`src/rtl/hazard_forward_unit.sv`:
```
// Execute-stage forwarding and load-use stall controller for the 16-bit pipeline.
// Define HAZARD_STATS_EN to add the saturating stallCount statistics port.
module hazard_forward_unit #(
    parameter int REG_ADDR_W = 4
) (
    input  logic                  clock,
    input  logic                  reset,
    input  logic [REG_ADDR_W-1:0] ifId_rs,
    input  logic [REG_ADDR_W-1:0] ifId_rt,
    input  logic [REG_ADDR_W-1:0] idEx_rd,
    input  logic                  idEx_regWrite,
    input  logic                  idEx_memRead,
    input  logic [REG_ADDR_W-1:0] exMem_rd,
    input  logic                  exMem_regWrite,
    input  logic                  flush,
    output logic [1:0]            forwardA,
    output logic [1:0]            forwardB,
    output logic                  stall
`ifdef HAZARD_STATS_EN
    ,
    output logic [15:0]           stallCount
`endif
);

    typedef enum logic {
        RUN   = 1'b0,
        STALL = 1'b1
    } state_e;

    localparam logic [1:0] SEL_RF  = 2'b00;
    localparam logic [1:0] SEL_MEM = 2'b01;
    localparam logic [1:0] SEL_EX  = 2'b10;

    state_e     state_q, state_d;
    logic [1:0] fwdA_q, fwdA_d;
    logic [1:0] fwdB_q, fwdB_d;
    logic       mExRs, mExRt, mMemRs, mMemRt;
    logic       luh;

    // The newer result (EX/MEM) wins over the older one (MEM/WB); 11 can never occur.
    function automatic logic [1:0] selectFor(input logic mEx, input logic mMem);
        if (mEx) begin
            return SEL_EX;
        end else if (mMem) begin
            return SEL_MEM;
        end
        return SEL_RF;
    endfunction

    assign mExRs  = idEx_regWrite  && (idEx_rd  != '0) && (idEx_rd  == ifId_rs);
    assign mExRt  = idEx_regWrite  && (idEx_rd  != '0) && (idEx_rd  == ifId_rt);
    assign mMemRs = exMem_regWrite && (exMem_rd != '0) && (exMem_rd == ifId_rs);
    assign mMemRt = exMem_regWrite && (exMem_rd != '0) && (exMem_rd == ifId_rt);
    assign luh    = idEx_memRead && (mExRs || mExRt);

    // STALL ignores hazards so a stalled instruction always advances next cycle.
    always_comb begin
        state_d = state_q;
        stall   = 1'b0;
        case (state_q)
            RUN: begin
                stall = luh && !flush && !reset;
                if (stall) begin
                    state_d = STALL;
                end
            end
            STALL: begin
                state_d = RUN;
            end
            default: begin
                state_d = RUN;
            end
        endcase
    end

    always_comb begin
        fwdA_d = selectFor(mExRs, mMemRs);
        fwdB_d = selectFor(mExRt, mMemRt);
        if (flush || stall) begin
            fwdA_d = SEL_RF;
            fwdB_d = SEL_RF;
        end
    end

    always_ff @(posedge clock) begin
        if (reset) begin
            state_q <= RUN;
            fwdA_q  <= SEL_RF;
            fwdB_q  <= SEL_RF;
        end else begin
            state_q <= flush ? RUN : state_d;
            fwdA_q  <= fwdA_d;
            fwdB_q  <= fwdB_d;
        end
    end

    assign forwardA = fwdA_q;
    assign forwardB = fwdB_q;

`ifdef HAZARD_STATS_EN
    logic [15:0] stallCnt_q, stallCnt_d;

    always_comb begin
        stallCnt_d = stallCnt_q;
        if (stall && (stallCnt_q != 16'hFFFF)) begin
            stallCnt_d = stallCnt_q + 16'd1;
        end
    end

    always_ff @(posedge clock) begin
        if (reset) begin
            stallCnt_q <= 16'd0;
        end else begin
            stallCnt_q <= stallCnt_d;
        end
    end

    assign stallCount = stallCnt_q;
`endif

endmodule
```
`config.mk`:
```
export PLATFORM = sky130hd
export DESIGN_NAME = hazard_forward_unit
export DESIGN_NICKNAME = d
export VERILOG_FILES = /design/src/rtl/hazard_forward_unit.sv
export SDC_FILE = /design/constraint.sdc
export NUM_CORES = 1
export LEC_CHECK = 0
export CAP_MARGIN = 0
export CELL_PAD_IN_SITES_DETAIL_PLACEMENT = 0
export CELL_PAD_IN_SITES_GLOBAL_PLACEMENT = 2
export CORE_UTILIZATION = 19
export DETAILED_ROUTE_END_ITERATION = 8
export PLACE_DENSITY_LB_ADDON = 0.1
export SKIP_CTS_REPAIR_TIMING = 1
export SLEW_MARGIN = 15
export SYNTH_ARGS = -nofsm -noshare
export SYNTH_HDL_FRONTEND = slang
export SYNTH_SLANG_ARGS = --single-unit
export TNS_END_PERCENT = 5
```
`constraint.sdc`:
```
create_clock -name clock -period 2.5 [get_ports clock]
set_clock_uncertainty 0.15 [all_clocks]
set_input_delay 0.5 -clock clock [delete_from_list [all_inputs] [get_ports clock]]
set_output_delay 0.5 -clock clock [all_outputs]
set_load 0.03 [all_outputs]
```
==> impl_summary.log, run 1 <==
INFO  metric floorplan.initialDensity = 20.2%
INFO  metric grt_max_degree = 4
INFO  metric yosys.cell_types.count = 15
INFO  metric timing.final.setup_violations = 0
INFO  metric synthesis_stage_register_bit_count = 5
INFO  metric worst-path-max-fanout = 2
INFO  metric synth_area_leaders = sky130_fd_sc_hd__xnor2_1 27%, sky130_fd_sc_hd__dfxtp_1 25%, sky130_fd_sc_hd__xor2_1 8.9%
INFO  metric finalCriticalPeriod = 2.43 ns
INFO  metric synthesis.area = 395 um^2
INFO  metric numPortBuffers = 26
INFO  metric cts_tree = built
INFO  metric cp_slowest_cell = sky130_fd_sc_hd__clkdlybuf4s50_1
INFO  metric hold_slack = 0.413 ns
INFO  metric rr_startpoint = state_q
INFO  metric clock_tree.root_cell = sky130_fd_sc_hd__clkbuf_4
INFO  metric timing.critical_path.buf_inv = 3
INFO  metric gp_congestion = 0.650
INFO  metric worstHoldEndpoint = state_q
INFO  metric timing.max_cap.violations = 0
INFO  metric vias_post_dr = 460
INFO  metric n_antenna_cell = 0
INFO  metric comb_power_share = 37.3%
INFO  metric grt_pass1_wl = 1.55 mm
INFO  metric dp_hpwl = 938 um
INFO  metric core.rowCount = 16
INFO  metric cts_bufs_inserted = 3
INFO  metric ir_drop = 0.112 mV
INFO  metric switching_power_as_a_share_of_total_power = 26.6%
INFO  metric worst-slew-pin-transition = 0.319 ns
INFO  metric placeableCoreArea = 1960 um^2
INFO  metric vert_die_dim = 47.6 um
INFO  metric synth-seq-area-share = 25.3%
INFO  metric clkSlewWorstSetupHoldPaths = 0.04 ns
INFO  metric remaining_drc_errors = 0
INFO  metric internal_power = 0.205 mW
INFO  metric yosysTopAreaCellShare = 26.6%
INFO  metric clkLatencyLatePin = 0.24 ns
INFO  metric p_clk_share = 33.8%
INFO  metric share_of_cells_above_drive_strength_1 = 32.1%
INFO  metric syn_to_final_growth = 119%
INFO  metric critical_path_arrival = 1.78 ns
INFO  metric ys.warnings.count = 0
INFO  metric cpPeakStageDelay = 0.47 ns
INFO  metric number_of_hold_violations_in_the_final_report = 0
INFO  metric groute.usage.overall = 10.6%
INFO  metric period_share = 97.4%
INFO  metric clock_sinks = 5
INFO  metric crit_path_start_kind = input pin
INFO  metric reg2reg_setup_slack = 1.46 ns
INFO  metric maxSlewHeadroom = 78.7%
INFO  metric antenna_violating_nets_left = 0
INFO  metric finalWirelength = 1.08 mm
INFO  metric die_x = 47.6 um
INFO  metric post_synth_inst_count = 43
INFO  metric drt-pass1-iter-count = 3
INFO  metric ctsLongestPathBuffers = 2
INFO  metric switchingPower = 0.0745 mW
INFO  metric outcome = finished clean
INFO  metric first_global_vias = 398
INFO  metric max_clock_freq = 411 MHz
INFO  metric setup.worst_path.end_class = output port
INFO  metric worst-r2r-cell-count = 3
INFO  metric ioPinCount = 27
INFO  metric nNetsFinal = 107
INFO  metric detailed_place.area = 762 um^2
INFO  metric synth.largest_area_cell = sky130_fd_sc_hd__xnor2_1
INFO  metric slew_viol_final = 0
INFO  metric postLayoutCellArea = 865 um^2
INFO  metric number_of_h_tree_levels = 1
INFO  metric count_of_routing_violations_after_the_opening_detailed_route_iteration = 2
INFO  metric min-delay-start = state_q
INFO  metric routed_via_density = 4.14
INFO  metric p_seq_share = 28.9%
INFO  metric synth_area_per_cell = 9.19 um^2
INFO  metric routed_wire_length_per_instance = 9.70 um
INFO  metric die_area = 2270 um^2
INFO  metric hold_class = reg -> reg
INFO  metric leakagePower = 0.354 nW
INFO  metric timing.setup.critical_path_class = in -> out
INFO  metric timing.critical_path.required = 1.85 ns
INFO  metric p_total = 0.280 mW
INFO  metric timing.critical_path.max_delay_family = buffers and inverters
INFO  metric globalRouteOverflowTotal = 0
INFO  metric timing.critical_path.cells = clkdlybuf4s50_1 > buf_4 > xnor2_1 > nand3_1 > a21oi_2 > buf_6
INFO  metric syn-num-nets = 65
INFO  metric power.density = 324 nW/um^2
INFO  metric initial_antenna_violation_count = 0
INFO  metric regToRegEndpoint = forwardA[0]
INFO  metric hold_path_depth = 3
==> tightest hold or removal path, stage by stage, from the launching register on <==
cell and delay (ns):
sky130_fd_sc_hd__dfxtp_1 0.31, sky130_fd_sc_hd__nor2b_1 0.06, sky130_fd_sc_hd__nand2_1 0.10, sky130_fd_sc_hd__a21oi_1 0.05
==> registers in the layout (all words and copies together), names as in the netlist <==
register,flops
forwardB,2
forwardA,2
state_q,1
==> synth_stat cells (all sizes together) <==
| cell | instances |
|---|---|
| a2111oi | 2 |
| a21oi | 2 |
| and3 | 2 |
| dfxtp | 5 |
| nand2 | 2 |
| nand2b | 1 |
| nand3 | 3 |
| nand4 | 2 |
| nor2 | 3 |
| nor2b | 1 |
| nor3 | 2 |
| o41ai | 1 |
| or4 | 1 |
| xnor2 | 12 |
| xor2 | 4 |
==> layer usage <==
metal / routed length (um) / vias up / track usage (%)
met5: 0 / - / 0
met4: 20 / 0 / 8.33
met3: 98 / 3 / 4.15
met2: 574 / 24 / 16.7
met1: 384 / 198 / 11.2
li1: - / 235 / -
==> kinds of logic after synthesis <==
group	count (synthesis)	synth area share [%]
AND/OR/NAND/NOR	17	25.0
XOR/XNOR	16	35.4
flip-flops	5	25.3
AO/OA/AOI/OAI	5	14.2
==> cell usage in the layout, fill, tap and decap left out, drive strengths merged <==
cell / count
clkdlybuf4s50: 20
buf: 12
xnor2: 12
dfxtp: 5
dlymetal6s2s: 5
xor2: 4
clkbuf: 4
nor2: 3
nand3: 3
nor3: 2
nand2: 2
and3: 2
nand4: 2
a2111oi: 2
a21oi: 2
o41ai: 1
nor2b: 1
nand2b: 1
or4: 1
==> final cells by class <==
class / instances / area, um^2
clock buffers: 4 / 26.3
multi-input cells: 38 / 348
flip-flops and latches: 5 / 100
fillers: 202 / 1100
repair buffers: 37 / 357
well taps: 27 / 33.8
==> per-stage QoR <==
step / util (%) / worst slack [ns] / setup TNS, ns / cells
floorplan: - / 0.337 / 0 / 43
global placement: 38.8 / -0.117 / -0.117 / 106
detailed placement: 38.8 / -0.0824 / -0.0824 / 106
CTS: 40.2 / -0.0856 / -0.0856 / 110
global route: 44.1 / -0.0227 / -0.0227 / 111
finish: 44.1 / 0.0655 / 0 / 111
==> power by group through the flow <==
stage          Clock, mW  Combinational (mW)  Sequential, mW
5_1_grt            0.105               0.114          0.0807
3_3_place_gp           0              0.0954          0.0822
3_5_place_dp           0              0.0949          0.0822
6_report          0.0946               0.105          0.0808
4_1_cts           0.0973              0.0955          0.0808
2_1_floorplan          0              0.0343          0.0831
==> worst max path at each step <==
stage	slack, ns	to	cells after the start	start
after floorplan	0.34	stall	4	idEx_rd[1]
after global placement	-0.12	stall	6	idEx_rd[0]
after detailed placement	-0.08	stall	6	idEx_rd[1]
after CTS	-0.09	stall	6	idEx_rd[1]
after global routing	-0.02	stall	6	ifId_rs[1]
final	0.07	stall	6	idEx_rd[2]
Power figures use the tool's default switching activity.
==> run 2, diff against run 1 <==
REMOVE_ABC_BUFFERS = 1   (was unset)
==> results of run 2 <==
No change in the layout: final DEF, timing and power equal those of run 1.
